### config.mk
export PLATFORM = sky130hd
export DESIGN_NAME = memwr_capture
export DESIGN_NICKNAME = d
export VERILOG_FILES = /design/src/rtl/memwr_capture.sv
export SDC_FILE = /design/constraint.sdc
export NUM_CORES = 1
export LEC_CHECK = 0
export CAP_MARGIN = 20
export CORE_MARGIN = 4
export CORE_UTILIZATION = 51
export CTS_BUF_LIST = sky130_fd_sc_hd__clkbuf_4
export CTS_CLUSTER_DIAMETER = 120
export DETAILED_ROUTE_END_ITERATION = 16
export MAX_ROUTING_LAYER = met4
export PLACE_DENSITY = 0.78
export SYNTH_ARGS = -nofsm -noshare
export SYNTH_HDL_FRONTEND = slang
export SYNTH_SLANG_ARGS = --single-unit
### constraint.sdc
create_clock -name clk -period 2.45 [get_ports clk]
set_input_delay 0.49 -clock clk [delete_from_list [all_inputs] [get_ports clk]]
set_output_delay 0.49 -clock clk [all_outputs]
set_load 0.02 [all_outputs]
### src/rtl/memwr_capture.sv
// Passive memory-bus write sniffer: captures {addr,data} of each write strobe into a small FIFO.
// Optional address window filter enabled by defining MEMWR_CAPTURE_ADDR_FILTER_EN.
module memwr_capture #(
    parameter int          DEPTH   = 4,
    parameter logic [7:0]  IO_BASE = 8'hF0
) (
    input  logic                       clk,
    input  logic                       rst,
    input  logic                       MemRW,
    input  logic [7:0]                 MemAddr,
    input  logic [15:0]                MemD,
    output logic                       out_valid,
    input  logic                       out_ready,
    output logic [7:0]                 out_addr,
    output logic [15:0]                out_data,
    output logic [$clog2(DEPTH):0]     count,
    output logic                       overflow
);
    localparam int PW = $clog2(DEPTH);
    localparam int CW = PW + 1;

`ifdef MEMWR_CAPTURE_ADDR_FILTER_EN
    localparam bit FILTER_EN = 1'b1;
`else
    localparam bit FILTER_EN = 1'b0;
`endif

    logic [23:0]   mem [DEPTH];
    logic [PW-1:0] head, tail;
    logic          rw_q;
    logic          wr_det, addr_ok, full, pop, push, drop;

    // Rising edge of the strobe, so a long write pulse is captured once.
    assign wr_det  = MemRW & ~rw_q;
    assign addr_ok = !FILTER_EN || (MemAddr >= IO_BASE);
    assign full    = (count == CW'(DEPTH));
    assign pop     = out_valid & out_ready;
    // When full, a same-edge pop frees the slot the new entry lands in.
    assign push    = wr_det & addr_ok & (~full | pop);
    assign drop    = wr_det & addr_ok & full & ~pop;

    always_ff @(posedge clk) begin
        if (!rst) begin
            rw_q     <= 1'b0;
            head     <= '0;
            tail     <= '0;
            count    <= '0;
            overflow <= 1'b0;
        end else begin
            rw_q <= MemRW;
            if (push) tail <= tail + PW'(1);
            if (pop)  head <= head + PW'(1);
            case ({push, pop})
                2'b10:   count <= count + CW'(1);
                2'b01:   count <= count - CW'(1);
                default: count <= count;
            endcase
            if (drop) overflow <= 1'b1;
        end
    end

    // Storage carries no reset; count gates what is visible.
    always_ff @(posedge clk) begin
        if (rst && push) mem[tail] <= {MemAddr, MemD};
    end

    assign out_valid = (count != '0);
    assign out_addr  = out_valid ? mem[head][23:16] : 8'h00;
    assign out_data  = out_valid ? mem[head][15:0]  : 16'h0000;

endmodule

==> results of run 1 <==
report_power, final:
part	internal (W)	switching, W	total (W)
clock network	0.000219	0.000535	0.000754
registers	0.00209	0.0000787	0.00217
logic	0.000829	0.000925	0.00175
registers in the layout, indices dropped and copies added (netlist names), named ones only:
register / flops
count: 3
head: 2
mem: 96
overflow: 1
rw_q: 1
tail: 2
cell families after synthesis:
family	synth area share
buf+inv	0.0196
xor+xnor	0.00830
simple gates	0.0750
flops	0.735
mux	0.133
fa+ha+maj	0.0166
compound gates	0.0125
cell type report:
class | count | share of cell area
inverter | 5 | 0.00372
antenna | 1 | 0.000495
clock inverter | 6 | 0.00793
timing repair buffer | 72 | 0.127
multi-input combinational | 94 | 0.205
sequential | 107 | 0.616
tap | 102 | 0.0253
clock buffer | 10 | 0.0149
critical path, cell delays in order, from the launching register on:
cell,delay [ps]
dfxtp_4,420
buf_12,160
mux4_2,490
and2_1,180
buf_2,160
worst max-delay path by stage:
stage	startpoint	endpoint	slack [ps]	cells after the start
after CTS	register	out_addr[2]	-4	4
after detailed placement	out_ready	mem[0][3]	-50	6
after global routing	register	out_data[12]	8	4
after global placement	MemRW	count[2]	3	7
after floorplan	count[0]	count[2]	6	8
final	register	out_data[12]	110	4
per-layer routing:
| metal | up-vias | GRT usage | share of wire |
|---|---|---|---|
| met5 | - | - | 0 |
| met4 | 0 | 0.0756 | 0.022 |
| met2 | 50 | 0.258 | 0.53 |
| li1 | 987 | - | - |
| met3 | 13 | 0.0311 | 0.039 |
| met1 | 1079 | 0.204 | 0.41 |
cells in the mapped netlist (2+ instances only):
cell      number
nand2_1        4
nand3_1        3
a21oi_1        2
ha_1           4
clkbuf_1       5
dfxtp_1       11
buf_2          3
inv_1          5
mux4_2        24
buf_4          2
nor2_1         2
and2_1        28
mux2i_1        2
edfxtp_1      96
xnor2_1        3
or3_1          2
o21ai_0        2
and3_1         6
through the flow:
step / instance area (um^2) / hold WS (ps) / TNS (ps)
2_1_floorplan: 4230 / 490 / 0
5_1_grt: 5050 / 570 / 0
3_3_place_gp: 5040 / 478 / 0
4_1_cts: 5170 / 521 / -3.86
6_report: 5050 / 514 / 0
3_5_place_dp: 5040 / 487 / -1800
what timing repair did:
action / CTS / global route
setup endpoints to repair: 25 / 20
gates resized for setup: 76 / 21
buffers inserted: 1 / 0
==> results.txt, run 1 <==
Area leader, netlist: edfxtp_1
Placed Cells: 379
Synth cell types: 32
Full die area: 9790 um^2
First-pass GRT wire length: 11600 um
Peak supply drop: 0.451 mV
Worst r2r src: count[1]
Root buffer cell: clkbuf_4
Filler cells: 585
Die W: 99.0 um
H-tree depth: 3
Routability Congestion: 0.713
CTS tree: yes
Seq cells post-synth: 107
Most common cell after layout, fill and taps aside: edfxtp_1
Clock skew: 9.96 ps
Avg WL per Cell: 17.8 um
Mapped Cells: 218
Flop2flop setup slack: 460 ps
Max cap viols: 0
Worst Path Required: 1960 ps
Finished Layout Cells: 397
Initial Util: 0.535
Detail Route Antenna Nets: 0
Share of layout cells above drive strength 1: 0.293
Status: completed
Crit start category: register
Drt total wl: 7060 um
Setup CP Type: register to output pin
Core box area: 7890 um^2
DR vias/cell: 5.36
Congestion Overflow GR: 0
Final Hold Fails: 0
Most frequent cells in the layout: edfxtp_1 (96), clkdlybuf4s50_1 (31), and2_1 (28)
Hold path depth: 1
Hold Path Class: register to register
Largest net degree at the start of global routing: 28
Setup WS post-layout: 112 ps
Synth Flop Type: edfxtp_1
Leakage: 1.73 nW
Total CTS buffers: 9
Clock Pin Slew Worst Setup and Hold Paths: 140 ps
Vias after detailed routing: 2129
Endpoints failing setup: 0
Port Buffers: 56
Place WS: -53.0 ps
Antenna violations before repair: 1
Iter 0 DRT Violations: 83
Area Overhead vs Synth: 19.7%
EDFF count, synth: 96
Hpwl dp: 4550 um
Critical Path AT: 1850 ps
HP Start: overflow
Synthesized Nets: 251
Top cell type's share of synthesized area: 0.683
Worst-margin pin slew: 510 ps
Final net count: 322
Max clock buf depth: 2
Crit. End Element: output pin
Vias in the first global route: 2219
Post-layout total power: 0.00468 W
DIE HEIGHT: 99.0 um
Top cells by area, synth: edfxtp_1 (68%), mux4_2 (13%), dfxtp_1 (5.2%), and2_1 (4.2%), ha_1 (1.2%)
# clock sinks: 107
Drc violations: 0
Mapped Area: 4220 um^2
Final Max Tran Viols: 0
Cts hold-fix bufs: 0
# IOs: 57
FF-to-FF End: count[2]
Post-layout minimum cycle time: 2340 ps
Final worst-path cycle share: 0.954
FF+latch area: 3110 um^2
Footprint of the multi-input gates: 1030 um^2
Slew headroom: 0.655
Tot GR Track Use: 0.163
Drt pass-1 iters: 4
RSZ-0062 raised after global routing: no
Yosys warns: 0
Max Fanout on Critical Path: 9
Register area share after synthesis: 0.735
Max Freq: 0.428 GHz
R2r worst-path depth: 6
Site Rows: 32
PD cells: 926 nW/um^2
Asr flop ratio synth: 0
Hold endpoint: overflow
Core Util, Final: 0.640
Syn avg cell area: 19.4 um^2
Clock latency on the worst-skew pair: 440 ps
Note: power is estimated with default switching activity, not from simulation.
==> inputs of run 2 (changes only) <==
- CTS_CLUSTER_SIZE: not set -> 24
==> results of run 2 <==
Final layout, timing and power as in run 1 (identical DEF).
